## config.mk

```make
export PLATFORM = sky130hd
export DESIGN_NAME = ingress_mux_nport
export DESIGN_NICKNAME = d
export VERILOG_FILES = /design/src/rtl/ingress_mux_nport.sv
export SDC_FILE = /design/constraint.sdc
export NUM_CORES = 1
export LEC_CHECK = 0
export CORE_UTILIZATION = 47
export CTS_BUF_LIST = sky130_fd_sc_hd__clkbuf_8
export CTS_CLUSTER_DIAMETER = 40
export DETAILED_ROUTE_END_ITERATION = 6
export PLACE_DENSITY = 0.84
export SYNTH_ARGS = -nofsm -noshare
export SYNTH_HDL_FRONTEND = slang
export SYNTH_SLANG_ARGS = --single-unit
```

## constraint.sdc

```tcl
create_clock -name clk_sys -period 3.5 [get_ports clk_sys]
set_input_delay 0.7 -clock clk_sys [delete_from_list [all_inputs] [get_ports clk_sys]]
set_output_delay 0.7 -clock clk_sys [all_outputs]
set_load 0.005 [all_outputs]
```

## src/rtl/ingress_mux_nport.sv

```systemverilog
// ingress_mux_nport: round-robin N-port frame multiplexer into a shared backend data/pointer FIFO pair
//   clk_sys/rstn_sys         clock, async active-low reset
//   port_en                  per-port request mask
//   rx_ptr_fifo_*            per-port pointer FIFOs {err[2:0], len[12:0]}, dout valid the cycle after rd
//   rx_data_fifo_*           per-port byte FIFOs, dout valid the cycle after rd
//   sfifo_*                  backend data FIFO write side and occupancy
//   ptr_sfifo_*              backend pointer FIFO write side {1'b0, src one-hot, len}
//   pkt_cnt/drop_cnt         saturating forwarded/dropped frame counters
module ingress_mux_nport #(
  parameter int NPORTS     = 4,
  parameter int LEN_W      = 11,
  parameter int MAX_LEN    = 1518,
  parameter int DCNT_W     = 12,
  parameter int DATA_DEPTH = 4096
) (
  input  logic                    clk_sys,
  input  logic                    rstn_sys,
  input  logic [NPORTS-1:0]       port_en,
  input  logic [NPORTS-1:0]       rx_ptr_fifo_empty,
  output logic [NPORTS-1:0]       rx_ptr_fifo_rd,
  input  logic [16*NPORTS-1:0]    rx_ptr_fifo_dout,
  output logic [NPORTS-1:0]       rx_data_fifo_rd,
  input  logic [8*NPORTS-1:0]     rx_data_fifo_dout,
  output logic                    sfifo_wr,
  output logic [7:0]              sfifo_din,
  input  logic [DCNT_W-1:0]       sfifo_cnt,
  output logic                    ptr_sfifo_wr,
  output logic [NPORTS+LEN_W:0]   ptr_sfifo_din,
  input  logic                    ptr_sfifo_full,
  output logic [15:0]             pkt_cnt,
  output logic [15:0]             drop_cnt
);
  localparam int PW = (NPORTS > 1) ? $clog2(NPORTS) : 1;
  localparam logic [12:0] MAXL = 13'(MAX_LEN);
  localparam logic [DCNT_W-1:0] BP_TH = DCNT_W'(DATA_DEPTH - MAX_LEN);
  typedef enum logic [4:0] {
    IDLE  = 5'b00001,
    GRANT = 5'b00010,
    HDR   = 5'b00100,
    DATA  = 5'b01000,
    DONE  = 5'b10000
  } state_t;
  state_t state_q, state_d;
  logic [NPORTS-1:0] sel_q, sel_d, req, gnt;
  logic [PW-1:0] rr_q, rr_d, rr_nxt, idx;
  logic [12:0] len_q, len_d, cnt_q, cnt_d;
  logic err_q, err_d, bp_q;
  logic [15:0] ptr_word;
  logic [7:0] dat_byte;
  logic sfifo_wr_q, ptr_wr_q;
  logic [NPORTS+LEN_W:0] ptr_din_q;
  logic [15:0] pkt_q, drop_q;
  assign req = port_en & ~rx_ptr_fifo_empty;
  // Scan offsets from the far end down so the smallest offset from rr_q wins.
  always_comb begin
    gnt = '0;
    rr_nxt = rr_q;
    idx = '0;
    for (int i = NPORTS - 1; i >= 0; i--) begin
      idx = PW'((int'(rr_q) + i) % NPORTS);
      if (req[idx]) begin
        gnt = '0;
        gnt[idx] = 1'b1;
        rr_nxt = PW'((int'(rr_q) + i + 1) % NPORTS);
      end
    end
  end
  always_comb begin
    ptr_word = '0;
    dat_byte = '0;
    for (int k = 0; k < NPORTS; k++) begin
      ptr_word = ptr_word | (sel_q[k] ? rx_ptr_fifo_dout[16*k +: 16] : 16'h0);
      dat_byte = dat_byte | (sel_q[k] ? rx_data_fifo_dout[8*k +: 8] : 8'h0);
    end
  end
  always_comb begin
    state_d = state_q;
    sel_d = sel_q;
    rr_d = rr_q;
    len_d = len_q;
    cnt_d = cnt_q;
    err_d = err_q;
    unique case (state_q)
      IDLE: if (|req && !bp_q) begin
        state_d = GRANT;
        sel_d = gnt;
        rr_d = rr_nxt;
      end
      GRANT: state_d = HDR;
      HDR: begin
        len_d = ptr_word[12:0];
        err_d = |ptr_word[15:13] || ptr_word[12:0] == 13'd0 || ptr_word[12:0] > MAXL;
        cnt_d = 13'd1;
        state_d = (ptr_word[12:0] == 13'd0) ? DONE : DATA;
      end
      DATA: begin
        cnt_d = cnt_q + 13'd1;
        state_d = (cnt_q == len_q) ? DONE : DATA;
      end
      DONE: state_d = IDLE;
      default: state_d = IDLE;
    endcase
  end
  always_ff @(posedge clk_sys or negedge rstn_sys) begin
    if (!rstn_sys) begin
      state_q <= IDLE;
      sel_q <= '0;
      rr_q <= '0;
      len_q <= '0;
      cnt_q <= '0;
      err_q <= 1'b0;
      bp_q <= 1'b1;
      sfifo_wr_q <= 1'b0;
      ptr_wr_q <= 1'b0;
      ptr_din_q <= '0;
      pkt_q <= '0;
      drop_q <= '0;
    end else begin
      state_q <= state_d;
      sel_q <= sel_d;
      rr_q <= rr_d;
      len_q <= len_d;
      cnt_q <= cnt_d;
      err_q <= err_d;
      bp_q <= (sfifo_cnt > BP_TH) || ptr_sfifo_full;
      sfifo_wr_q <= (state_q == DATA) && !err_q;
      ptr_wr_q <= (state_q == DONE) && !err_q;
      if (state_q == DONE && !err_q) ptr_din_q <= {1'b0, sel_q, len_q[LEN_W-1:0]};
      if (state_q == DONE && !err_q && !(&pkt_q)) pkt_q <= pkt_q + 16'd1;
      if (state_q == DONE && err_q && !(&drop_q)) drop_q <= drop_q + 16'd1;
    end
  end
  assign rx_ptr_fifo_rd = (state_q == GRANT) ? sel_q : '0;
  assign rx_data_fifo_rd = (state_q == DATA) ? sel_q : '0;
  // Source byte appears on dout the cycle after its read, aligned with the registered write strobe.
  assign sfifo_wr = sfifo_wr_q;
  assign sfifo_din = sfifo_wr_q ? dat_byte : 8'h0;
  assign ptr_sfifo_wr = ptr_wr_q;
  assign ptr_sfifo_din = ptr_din_q;
  assign pkt_cnt = pkt_q;
  assign drop_cnt = drop_q;
endmodule

```

==> results.toml <==
[run_status]
run_status = "completed"

[final_layout]
syn_to_final_growth_pct = 42.3
seqCellArea_um2 = 2200
area_of_combinational_cells_with_multiple_inputs_um2 = 2740
antenna_cells_inserted = 0
finalNonFillerCells = 857
n_fill_cell = 812
nNetsFinal = 846
drive_gt1_share_pct = 4.99

[global_routing]
track_usage_pct = 26.6
grt_antenna_before_repair = 0
first_global_vias = 4930
global_route_wire_length_before_repair_um = 23700
grt.overflow.total = 0
maximum_number_of_pins_on_one_net_before_global_route_repair = 89

[setup_path]
setup.worst_path.class = "reg -> out"
critical-path-max-stage-delay_ns = 0.98
setup.reg_to_reg.worst_slack_ns = 0.64
worst-path-buf-inv = 1
setup.worst_path.start_class = "flop"
crit-reg2reg-launch = "rr_q[1]$_DFFE_PN0P_"
worst_r2r_endpoint = "sel_q[2]$_DFFE_PN0P_"
slowest_stage = "sky130_fd_sc_hd__dfrtp_1"
r2r_cells = 7
critical_path.cell_chain = "a22oi_1, a21boi_0, clkdlybuf4s50_1"
end_kind = "output port"
worst-endpoint-required_ns = 2.80
cp.arrival_ns = 2.33
crit_family = "flip-flops"
worstPathMaxFanout = 26

[sta]
timing_max_transition_violations_final = 0
timing.fmax_mhz = 330
finClkSkew_ns = 0.0134
max-slew-margin-rel_pct = 26.9
fin_setup_tns_ns = 0
setup_violations = 0
final_hold_viol_count = 0
rsz0062_at_grt = "no"
slew_at_the_pin_with_the_worst_max_slew_slack_ns = 1.10
setup_slack_ns = 0.466
final_min_period_over_clock_period_pct = 86.7
final_critical_path_required_period_ns = 3.03
holdWs_ns = 0.478

[placement]
place_congestion = 0.866
place_ws_ns = 0.674
dp.final_hpwl_um = 11100
cell_total_after_placement = 841
io_buffers = 183

[synth]
synthDistinctLibCells = 55
yosys.cell_count.top_type = "sky130_fd_sc_hd__nand2_1"
syn-num-nets = 672
synth_top_area_share_pct = 42.3
synth_top_cells_by_area = "sky130_fd_sc_hd__dfrtp_1 42%, sky130_fd_sc_hd__nand2_1 8.7%, sky130_fd_sc_hd__a22oi_1 6.2%"
syn-instance-count = 542
syn_area_um2 = 5090
seq_area_frac_synth_pct = 43.3
synth-seq-cells = 88
yosysWarningCount = 0
synth.top_cells.by_count = "118 x sky130_fd_sc_hd__nand2_1, 86 x sky130_fd_sc_hd__dfrtp_1, 42 x sky130_fd_sc_hd__a22oi_1"
synth-async-reset-ratio_pct = 100
synth_edf_count = 0
syn_area_per_cell_um2 = 9.38
synth-main-ff-cell = "sky130_fd_sc_hd__dfrtp_1"
netlist.top_cell.by_area = "sky130_fd_sc_hd__dfrtp_1"

[power_and_ir_drop]
power.density_cell_area_nw_per_um2 = 442
peakVddDrop_mv = 0.365
power.static_leakage_nw = 3.15

[detailed_routing]
via_per_inst = 5.70
ant_nets = 0
detail_route.iter0.violations = 336
drt_pass1_iterations = 5
num_vias = 4889
drt-total-wl_um = 14400
detail_route.drc_violations = 0
routed_wire_per_std_cell_um = 16.8

[cts]
tritoncts = "done"
clock_tree.htree_level_count = 3
clock-sinks = 88
cts_buffer_depth = 2
hold_buffers = 0
cts_made_buffers = 9
post_cts_resized = 0
worst_setup_hold_path_clk_slew_ns = 0.08
postCtsSetupRepairBufs = 0
clock_root_buffer = "sky130_fd_sc_hd__clkbuf_8"
clkLatencyLatePin_ns = 0.36

[floorplanning]
die_area_um2 = 11200
die_height_um = 106
std_cell_rows = 37
die_width_um = 106
pin_count = 185
floorplan.core_area_um2 = 10400
initial_core_util_pct = 48.8

[job]
max_cap_viols = 0

[min_path]
hold_class = "reg -> reg"
holdPathEnd = "ptr_sfifo_din[0]$_DFFE_PN0P_"
worstHoldStart = "ptr_sfifo_din[0]$_DFFE_PN0P_"
min_path_cells = 2
-- routing by layer --
layer  GRT usage [%]  up-vias  routed length [µm]
li1                -     2290                   -
met1            32.3     2356                5890
met2            45.8      213                7220
met3            5.27       30                 867
met4            11.8        0                 435
met5               0        -                   0
-- state kept, by name, indices dropped and copies added, names as in the netlist --
register and count:
ptr_sfifo_din 15, cnt_q 13, pkt_cnt 16, err_q 1
ptr_sfifo_wr 1, state_q 5, len_q 13, sel_q 4
rr_q 2, bp_q 1, sfifo_wr 1, drop_cnt 16
-- through the flow --
stage | area (µm²) | utilization (%) | total power, mW
2_1_floorplan | 5090 | - | 1.99
3_3_place_gp | 7010 | 67.3 | 2.35
3_5_place_dp | 7010 | 67.3 | 2.40
4_1_cts | 7240 | 69.5 | 3.20
5_1_grt | 7240 | 69.5 | 3.38
6_report | 7240 | 69.5 | 3.20
-- worst min-delay path, delay by kind of cell, from the launching register on --
kind | cells | cell delay (ns)
and+or+nand+nor | 2 | 0.10
DFF | 1 | 0.35
-- kinds of logic (layout without fill, tap and decap cells) --
logic type,after synthesis,after routing,synth area share (%)
and+or+nand+nor,245,245,24.5
AOI/OAI and AO/OA,108,108,15.6
DFF,88,88,43.3
xor gates and xnor gates,43,43,7.40
buffers and inverters,32,211,2.80
muxes,14,14,3.54
adders and majority gates,11,11,2.71
other,1,1,0.0737
-- worst max path at each step --
| stage | end | startpoint | depth (start not counted) |
|---|---|---|---|
| finish | sfifo_din[0] | sel_q[3]$_DFFE_PN0P_ | 3 |
| floorplan | rr_q[1]$_DFFE_PN0P_ | rr_q[0]$_DFFE_PN0P_ | 8 |
| global placement | sfifo_din[0] | rx_data_fifo_dout[0] | 4 |
| detailed placement | sfifo_din[0] | rx_data_fifo_dout[0] | 4 |
| CTS | sfifo_din[0] | sel_q[3]$_DFFE_PN0P_ | 3 |
| global route | sfifo_din[3] | sel_q[3]$_DFFE_PN0P_ | 3 |
-- cell usage in the layout, fill, tap and decap left out, drive strengths merged, types with 3 or more instances in the layout --
cell type / n
nor3: 6
a21boi: 10
and3: 9
clkdlybuf4s50: 182
and4: 6
nand3b: 4
nor4: 5
a22oi: 42
nand3: 15
o21ai: 18
xor2: 17
nand2: 118
nor3b: 8
a21oi: 6
nand4: 15
nor2: 21
xnor2: 26
dfrtp: 86
nand2b: 7
mux4: 3
buf: 6
a41oi: 3
a2111oi: 3
ha: 11
and2: 16
o31ai: 4
clkbuf: 11
a31oi: 7
a22o: 4
mux2i: 9
inv: 7
nor2b: 5
and3b: 3
-- power breakdown --
part | switching, mW | leakage (nW) | internal (mW) | total (mW)
Clock | 0.353 | 0.117 | 0.440 | 0.792
Sequential | 0.265 | 1.14 | 1.11 | 1.37
Combinational | 0.536 | 1.89 | 0.497 | 1.03
-- final cells by class --
cell class                 instances  share of cell area [%]
multi-input combinational        422                    37.8
inverter                           7                   0.363
tap                              136                    2.35
sequential                        88                    30.5
timing repair buffer             188                    25.8
clock buffer                      11                    2.09
clock inverter                     5                    1.11
Note: power is estimated with default switching activity, not from simulation.
